## config.mk

```make
export PLATFORM = sky130hd
export DESIGN_NAME = serial_alu_ctrl_flat
export DESIGN_NICKNAME = d
export VERILOG_FILES = /design/src/rtl/alu_pkg.sv /design/src/rtl/serial_alu_ctrl_if.sv /design/src/rtl/ae1.sv /design/src/rtl/serial_alu_ctrl.sv /design/src/flat_wrapper.sv
export SDC_FILE = /design/constraint.sdc
export NUM_CORES = 1
export LEC_CHECK = 0
export ABC_CLOCK_PERIOD_IN_PS = 1900
export BUFFER_PORTS_ARGS = -buffer_cell sky130_fd_sc_hd__buf_2
export CORE_MARGIN = 4
export CORE_UTILIZATION = 50
export CTS_BUF_LIST = sky130_fd_sc_hd__clkbuf_2 sky130_fd_sc_hd__clkbuf_4 sky130_fd_sc_hd__clkbuf_8
export DETAILED_ROUTE_END_ITERATION = 16
export PLACE_DENSITY = 0.82
export SLEW_MARGIN = 20
export SYNTH_ARGS = -nofsm -noshare
export SYNTH_HDL_FRONTEND = slang
export SYNTH_HIERARCHICAL = 1
export SYNTH_SLANG_ARGS = --single-unit
```

## constraint.sdc

```tcl
create_clock -name clk -period 1.9 [get_ports clk]
set_clock_uncertainty 0.15 [all_clocks]
set_input_delay 0.19 -clock clk [delete_from_list [all_inputs] [get_ports clk]]
set_output_delay 0.19 -clock clk [all_outputs]
set_load 0.05 [all_outputs]
```

## src/rtl/alu_pkg.sv

```systemverilog
// Shared encodings for the serial ALU: sequencer states and arithmetic-element select codes.
package alu_pkg;

   typedef enum logic {
      IDLE  = 1'b0,
      SHIFT = 1'b1
   } state_t;

   localparam logic [1:0] AE_ONES = 2'b00;
   localparam logic [1:0] AE_B    = 2'b01;
   localparam logic [1:0] AE_NB   = 2'b10;
   localparam logic [1:0] AE_ZERO = 2'b11;

endpackage

```

## src/rtl/serial_alu_ctrl_if.sv

```systemverilog
// Operand/result bundle between a requester and the bit-serial ALU; start is a level request,
// done a one-cycle completion pulse.
interface serial_alu_ctrl_if #(
   parameter int WIDTH = 8
);
   logic             start;
   logic             m;
   logic [1:0]       s;
   logic             cin;
   logic [WIDTH-1:0] a;
   logic [WIDTH-1:0] b;
   logic             busy;
   logic             done;
   logic [WIDTH-1:0] result;
   logic             cout;
   logic             zero;
   logic             ovf;

   modport master (
      output start, m, s, cin, a, b,
      input  busy, done, result, cout, zero, ovf
   );

   modport slave (
      input  start, m, s, cin, a, b,
      output busy, done, result, cout, zero, ovf
   );
endinterface

```

## src/rtl/ae1.sv

```systemverilog
// 1-bit arithmetic element: selects the B-side adder operand; purely combinational, no backpressure.
module ae1 (
   input  logic       m,
   input  logic [1:0] s,
   input  logic       b,
   output logic       y
);
   assign y = m & ((~s[1] & b) | (~s[0] & ~b));
endmodule

```

## src/rtl/serial_alu_ctrl.sv

```systemverilog
// Bit-serial ALU sequencer: WIDTH cycles from accept to done, one bit per clock.
// Busy blocks new requests; start is only sampled in IDLE and never queued.
module serial_alu_ctrl
   import alu_pkg::*;
#(
   parameter int WIDTH = 8
) (
   input logic               clk,
   input logic               rst,
   serial_alu_ctrl_if.slave  bus
);
   localparam int CW = $clog2(WIDTH);

   state_t           state, state_nxt;
   logic             accept, shift_en, last;
   logic [CW-1:0]    cnt;
   logic [WIDTH-1:0] a_sh, b_sh, acc, acc_nxt, res_r;
   logic             m_r;
   logic [1:0]       s_r;
   logic             c, c_msb, cout_r, zero_r, done_r;
   logic             y, sum, carry;

   ae1 u_ae1 (
      .m (m_r),
      .s (s_r),
      .b (b_sh[0]),
      .y (y)
   );

   assign sum     = a_sh[0] ^ y ^ c;
   assign carry   = (a_sh[0] & y) | (a_sh[0] & c) | (y & c);
   assign last    = (cnt == CW'(WIDTH - 1));
   assign acc_nxt = {sum, acc[WIDTH-1:1]};

   always_ff @(posedge clk or posedge rst) begin
      if (rst) state <= IDLE;
      else     state <= state_nxt;
   end

   always_comb begin
      state_nxt = state;
      accept    = 1'b0;
      shift_en  = 1'b0;
      case (state)
         IDLE: begin
            if (bus.start) begin
               accept    = 1'b1;
               state_nxt = SHIFT;
            end
         end
         SHIFT: begin
            shift_en = 1'b1;
            if (last) state_nxt = IDLE;
         end
         default: state_nxt = IDLE;
      endcase
   end

   always_ff @(posedge clk or posedge rst) begin
      if (rst) begin
         cnt    <= '0;
         a_sh   <= '0;
         b_sh   <= '0;
         acc    <= '0;
         res_r  <= '0;
         m_r    <= 1'b0;
         s_r    <= 2'b00;
         c      <= 1'b0;
         c_msb  <= 1'b0;
         cout_r <= 1'b0;
         zero_r <= 1'b1;
         done_r <= 1'b0;
      end else begin
         done_r <= 1'b0;
         if (accept) begin
            a_sh <= bus.a;
            b_sh <= bus.b;
            m_r  <= bus.m;
            s_r  <= bus.s;
            c    <= bus.cin;
            cnt  <= '0;
         end else if (shift_en) begin
            a_sh <= a_sh >> 1;
            b_sh <= b_sh >> 1;
            acc  <= acc_nxt;
            c    <= carry;
            cnt  <= cnt + CW'(1);
            // The carry entering the MSB is kept so ovf can be derived from the held flags.
            if (last) begin
               res_r  <= acc_nxt;
               cout_r <= carry;
               c_msb  <= c;
               zero_r <= (acc_nxt == '0);
               done_r <= 1'b1;
            end
         end
      end
   end

   assign bus.busy   = (state == SHIFT);
   assign bus.done   = done_r;
   assign bus.result = res_r;
   assign bus.cout   = cout_r;
   assign bus.zero   = zero_r;
   assign bus.ovf    = c_msb ^ cout_r;

endmodule

```

## src/flat_wrapper.sv

```systemverilog
// flat-port wrapper written by rule: the top's interface ports become plain ports
module serial_alu_ctrl_flat import alu_pkg::*;
#(
   parameter int WIDTH = 8
)
  (clk, rst, bus_start, bus_m, bus_s, bus_cin, bus_a, bus_b, bus_busy, bus_done, bus_result, bus_cout, bus_zero, bus_ovf);
  serial_alu_ctrl_if #(.WIDTH(WIDTH)) bus_i ();
  input logic clk;
  input logic rst;
  input wire logic [$bits(bus_i.start)-1:0] bus_start;
  input wire logic [$bits(bus_i.m)-1:0] bus_m;
  input wire logic [$bits(bus_i.s)-1:0] bus_s;
  input wire logic [$bits(bus_i.cin)-1:0] bus_cin;
  input wire logic [$bits(bus_i.a)-1:0] bus_a;
  input wire logic [$bits(bus_i.b)-1:0] bus_b;
  output wire logic [$bits(bus_i.busy)-1:0] bus_busy;
  output wire logic [$bits(bus_i.done)-1:0] bus_done;
  output wire logic [$bits(bus_i.result)-1:0] bus_result;
  output wire logic [$bits(bus_i.cout)-1:0] bus_cout;
  output wire logic [$bits(bus_i.zero)-1:0] bus_zero;
  output wire logic [$bits(bus_i.ovf)-1:0] bus_ovf;
  assign bus_i.start = bus_start;
  assign bus_i.m = bus_m;
  assign bus_i.s = bus_s;
  assign bus_i.cin = bus_cin;
  assign bus_i.a = bus_a;
  assign bus_i.b = bus_b;
  assign bus_busy = bus_i.busy;
  assign bus_done = bus_i.done;
  assign bus_result = bus_i.result;
  assign bus_cout = bus_i.cout;
  assign bus_zero = bus_i.zero;
  assign bus_ovf = bus_i.ovf;
  serial_alu_ctrl #(.WIDTH(WIDTH)) u_core (.clk(clk), .rst(rst), .bus(bus_i));
endmodule
```

; ---- Yosys cells after proc, flatten, opt, wreduce, memory -nomap -nowiden
; Index checks and enable logic that the tools add are counted.
[totals]
regBits = 44
input_bits = 23
[op_classes]
addsub = 1
eq_ne = 1
mux = 16
bitwise_logic = 17
n_reduce_logical = 4
[op_table]
columns = cell, count
row1 = $mux W8, 4
row2 = $mux W1, 9
row3 = $logic_not A8 Y1, 1
row4 = $and A1 B1 Y1, 6
row5 = $mux W3, 2
row6 = $not A1 Y1, 5
row7 = $add A3 B1 Y3 const B, 1
row8 = $eq A3 B3 Y1 const B, 1
row9 = $or A1 B1 Y1, 3
row10 = $reduce_and A3 Y1, 1
row11 = $xor A1 B1 Y1, 3
row12 = $pmux W1 S2, 1
row13 = $reduce_and A2 Y1, 1
row14 = $reduce_bool A2 Y1, 1

; ---- Logic depth before layout (Yosys ltp)
[logic_depth]
word_depth = 9
depth_mapped = 5

; ---- By module
; Netlist, hierarchy kept.
[modules_own_cells]
columns = module, n_inst, cells_per_inst, area_per_inst_um2, seq_area_each_um2
row1 = serial_alu_ctrl, 1, 141, 1868.0, 1077.3
row2 = ae1, 1, 2, 16.3, 0.0

; ---- Least setup slack after synthesis
; No wires, ideal clock.
[synth_path]
path_type = register -> output
from = register u_core.cout_r, in the netlist u_core/bus.cout
to = output port bus_ovf
arrival_time_ps = 1451
required_time_ps = 1560
slack_ps = 109
stages_incl_launch_ff = 2
n_path_buf = 0
cell_sequence = dfrtp_1 xor2_1
[synth_via]
elab_chain_len = 1
[synth_rtl]
columns = element, line_no
row1 = start: declaration, serial_alu_ctrl.sv:20  ; logic c, c_msb, cout_r, zero_r, done_r;
row2 = start signal: assignment, serial_alu_ctrl.sv:91  ; cout_r <= carry;
row3 = $xor A1 B1 Y1, serial_alu_ctrl.sv:105  ; assign bus.ovf = c_msb ^ cout_r;
row4 = end: declaration, flat_wrapper.sv:21  ; output wire logic [$bits(bus_i.ovf)-1:0] bus_ovf;
; Every way passes these cells.

; ---- Worst setup path after layout
[layout_path]
from = register u_core.b_sh[0]
to = register u_core.res_r[7], in the netlist u_core/bus.result[7]
[layout_via]
elab_chain_len = 6
word_cells_on_any_way = 7
[layout_rtl]
columns = element, line_no
row1 = start: declaration, serial_alu_ctrl.sv:17  ; logic [WIDTH-1:0] a_sh, b_sh, acc, acc_nxt, res_r;
row2 = start signal: assignment, serial_alu_ctrl.sv:77  ; b_sh <= bus.b;
row3 = start signal: assignment, serial_alu_ctrl.sv:84  ; b_sh <= b_sh >> 1;
row4 = $not A1 Y1, ae1.sv:8  ; assign y = m & ((~s[1] & b) | (~s[0] & ~b));
row5 = $and A1 B1 Y1, ae1.sv:8
row6 = $or A1 B1 Y1 (*), ae1.sv:8
row7 = $and A1 B1 Y1 (*), ae1.sv:8
row8 = named net u_core.y, serial_alu_ctrl.sv:21  ; logic y, sum, carry;
row9 = $xor A1 B1 Y1 (*) (2 in series), serial_alu_ctrl.sv:30  ; assign sum = a_sh[0] ^ y ^ c;
row10 = named net u_core.sum, serial_alu_ctrl.sv:21
row11 = end signal: assignment, serial_alu_ctrl.sv:90  ; res_r <= acc_nxt;
row12 = end: declaration, serial_alu_ctrl.sv:17
; The timed path passes the listed nets; every way through them passes the cells marked *.
; A chain may end at the register's enable or synchronous reset.

==> summary.md <==
| Metric | Value |
|---|---|
| Longest Clk Path Bufs | `2` |
| Met2 routed wirelength | `1.65 mm` |
| Placed instance count | `223` |
| FF+latch count, synth | `43` |
| Synth Warn # | `6` |
| Full die area | `4810 um^2` |
| Placement Rows | `22` |
| Worst slew margin | `64.6%` |
| Pins Over Slew Limit | `0` |
| Critical Path End Type | `register` |
| Seq pwr share | `41.6%` |
| Max cap viols | `0` |
| Slew @ Worst Pin | `531 ps` |
| Tot GR Track Use | `15.4%` |
| Routed met1 length | `1.42 mm` |
| Sink Count | `43` |
| Final period util | `98.2%` |
| Worst-path clk slew | `80 ps` |
| Vias/cell | `5.04` |
| Core area | `3660 um^2` |
| Antenna viol nets, final | `0` |
| Layout cells sized above 1 | `37.9%` |
| Power Internal | `0.00234 W` |
| Final Hold Vio Count | `0` |
| Top Metal Used | `met4` |
| Gate power share | `41.8%` |
| Clk pwr share | `16.6%` |
| Crit path DAT | `1900 ps` |
| Worst Path Class, Setup | `register to register` |
| Worst vdd ir | `0.759 mV` |
| Static Leak | `1.18 nW` |
| Final Critical Period | `1870 ps` |
| Area grow syn2layout | `21.2%` |
| Yosys top cell area share | `55.8%` |
| Port Buffer Count | `35` |
| Avg WL per Cell | `14.1 um` |
| Final instance area | `2280 um^2` |
| Syn avg cell area | `13.2 um^2` |
| Placed cell areas | `2110 um^2` |
| Clk_lat worst skew | `290 ps` |
| Largest net degree at the start of global routing | `44` |
| Crit path max-delay cell type | `fa_1` |
| Pwr/cell area | `1670 nW/um^2` |
| Drt pass-1 iters | `4` |
| RSZ-0062 raised after global routing | `yes` |
| CP Max Fanout | `3` |
| CTS Root Cell | `clkbuf_8` |
| Hold crit path type | `input pin to register` |
| DR WL met3 | `230 um` |
| Initial Util | `51.5%` |
| Psw | `0.00147 W` |
| Worst Setup Start Kind | `register` |
| Initial antenna violation count | `0` |
| CTS tree | `built` |
| Max stage delay on crit path | `460 ps` |
| Post-Syn Instances | `143` |
| Final setup fails | `0` |
| First-pass GRT wire length | `5.90 mm` |
| Fillers | `295` |
| Vias in the first global route | `1,281` |
| Layout Cells excl Fill | `238` |
| Area leader, netlist | `dfrtp_1` |
| Synth cell types | `24` |
| Diodes inserted | `0` |
| Crit-path cells | `mux2i_1 -> and2_1 -> fa_1 -> buf_4 -> mux2_4` |
| Detailed Route Iter0 Violations | `44` |
| Die Y | `69.4 um` |
| Mapped cell area | `1880 um^2` |
| Remaining routing DRC violations | `0` |
| Crit path required time | `1930 ps` |
| Nets | `215` |
| Syn Nets | `169` |
| Vias | `1,199` |
| Top post-synthesis cells by area | `dfrtp_1 (56%), mux2i_1 (10%), mux2_4 (7.2%)` |
| I/O pin cnt | `36` |
| Sw Ratio | `38.6%` |
| H-tree depth | `2` |
| Routed WL | `3.37 mm` |
| GP Congestion | `0.779` |
| Sequential fraction of the synthesis area | `57.2%` |
| GRT Residual Overflow | `0` |
| Die X | `69.4 um` |
| Num CTS Buffers | `5` |
| Outcome | `complete, no violations` |
| Final Util | `62.4%` |
| Maximum clock frequency | `536 MHz` |
| HPWL after DPL | `2.39 mm` |
==> synth_stat cells, drive strengths merged <==
cell type,n
buf,7
mux2i,19
mux2,20
nor4,2
xor2,1
nand2b,2
dfstp,1
o21ai,16
nor2,3
ha,2
a22o,1
clkbuf,1
nand2,17
and2b,1
dfrtp,42
a21boi,1
inv,3
and2,1
fa,1
a21o,1
a41o,1
==> sequential cells by signal (all words and copies together) (netlist names) <==
register           flops
u_core/a_sh            8
u_core/acc             7
u_core/b_sh            8
u_core/bus.busy        1
u_core/bus.cout        1
u_core/bus.done        1
u_core/bus.result      8
u_core/bus.zero        1
u_core/c               1
u_core/c_msb           1
u_core/cnt             3
u_core/m_r             1
u_core/s_r             2
==> layout make-up <==
class | instances | area [um^2] | area share (%)
well taps | 48 | 60.1 | 2.63
repair buffers | 47 | 293 | 12.8
flip-flops and latches | 43 | 1080 | 47.2
multi-input cells | 89 | 739 | 32.4
clock buffers | 8 | 104 | 4.55
inverters | 3 | 11.3 | 0.493
==> power groups by stage <==
stage | Clock, W | Sequential, W | Combinational [W]
final | 0.000633 | 0.00159 | 0.00159
after global placement | 0 | 0.00156 | 0.00148
after CTS | 0.000653 | 0.00159 | 0.00156
after floorplan | 0 | 0.00190 | 0.000895
after detailed placement | 0 | 0.00160 | 0.00154
after global routing | 0.000692 | 0.00165 | 0.00174
==> path summary, 6_finish.rpt <==
kind | from | endpoint | slack (ps) | cells after the start
worst max-delay path | u_core/b_sh[0]$_DFFE_PP0P_ | u_core/bus.result[7]$_DFFE_PP0P_ | 30 | 5
worst min-delay path | bus_b[3] | u_core/b_sh[3]$_DFFE_PP0P_ | 40 | 3
worst max register to register | u_core/b_sh[0]$_DFFE_PP0P_ | u_core/bus.result[7]$_DFFE_PP0P_ | 30 | 5
worst min register to register | u_core/a_sh[3]$_DFFE_PP0P_ | u_core/a_sh[2]$_DFFE_PP0P_ | 340 | 2
max in group asynchronous | rst | u_core/bus.zero$_DFFE_PP1P_ | 800 | 4
min in group asynchronous | rst | u_core/acc[1]$_DFFE_PP0P_ | 410 | 4
==> placed cells by master (no fill, tap or decap), types with 3 or more instances in the layout <==
| master | n |
|---|---|
| buf_2 | 35 |
| mux2i_1 | 19 |
| nand2_1 | 17 |
| clkbuf_8 | 7 |
| nor2_1 | 3 |
| o21ai_0 | 16 |
| inv_1 | 3 |
| dlygate4sd3_1 | 6 |
| mux2_4 | 9 |
| mux2_2 | 11 |
| buf_4 | 5 |
| dfrtp_1 | 42 |
==> cell families (layout without fill, tap and decap cells) <==
| kind of cell | after synthesis | in the layout | share of synthesized area, % |
|---|---|---|---|
| xor+xnor | 1 | 1 | 0.465 |
| compound gates | 20 | 20 | 6.04 |
| flops | 43 | 43 | 57.2 |
| simple gates | 26 | 26 | 6.18 |
| mux | 39 | 39 | 23.8 |
| fa+ha+maj | 3 | 3 | 2.39 |
| buf+inv | 11 | 58 | 3.92 |
==> critical path: cells and delay by family (launching register included) <==
family                     cells  cell delay (ps)
adders and majority gates      1              460
buffers and inverters          1              160
DFF                            1              380
muxes                          2              450
and+or+nand+nor                1              160
==> metrics by stage <==
| step | setup WS [ps] | hold slack, ps | TNS, ps | total power, W |
|---|---|---|---|---|
| 6_report | 34.6 | 43.3 | 0 | 0.00381 |
| 4_1_cts | 23.2 | 34.9 | 0 | 0.00380 |
| 3_3_place_gp | 71.0 | 183 | 0 | 0.00304 |
| 3_5_place_dp | 37.8 | 205 | 0 | 0.00315 |
| 2_1_floorplan | 109 | 192 | 0 | 0.00279 |
| 5_1_grt | -32.4 | 45.2 | -32.4 | 0.00408 |
==> repair_timing <==
| item | 4_1_cts | 5_1_grt |
|---|---|---|
| endpoints found under the setup margin | 0 | 1 |
| buffers inserted | 0 | 1 |
| hold buffers | 6 | 0 |
| endpoints found under the hold margin | 47 | 0 |
| gates resized for setup | 0 | 1 |
==> layer usage <==
layer	track usage (%)	up-vias
met5	0	-
met3	5.80	6
li1	-	582
met4	5.42	0
met2	25.8	36
met1	18.1	575
(Power assumes the default switching activity.)
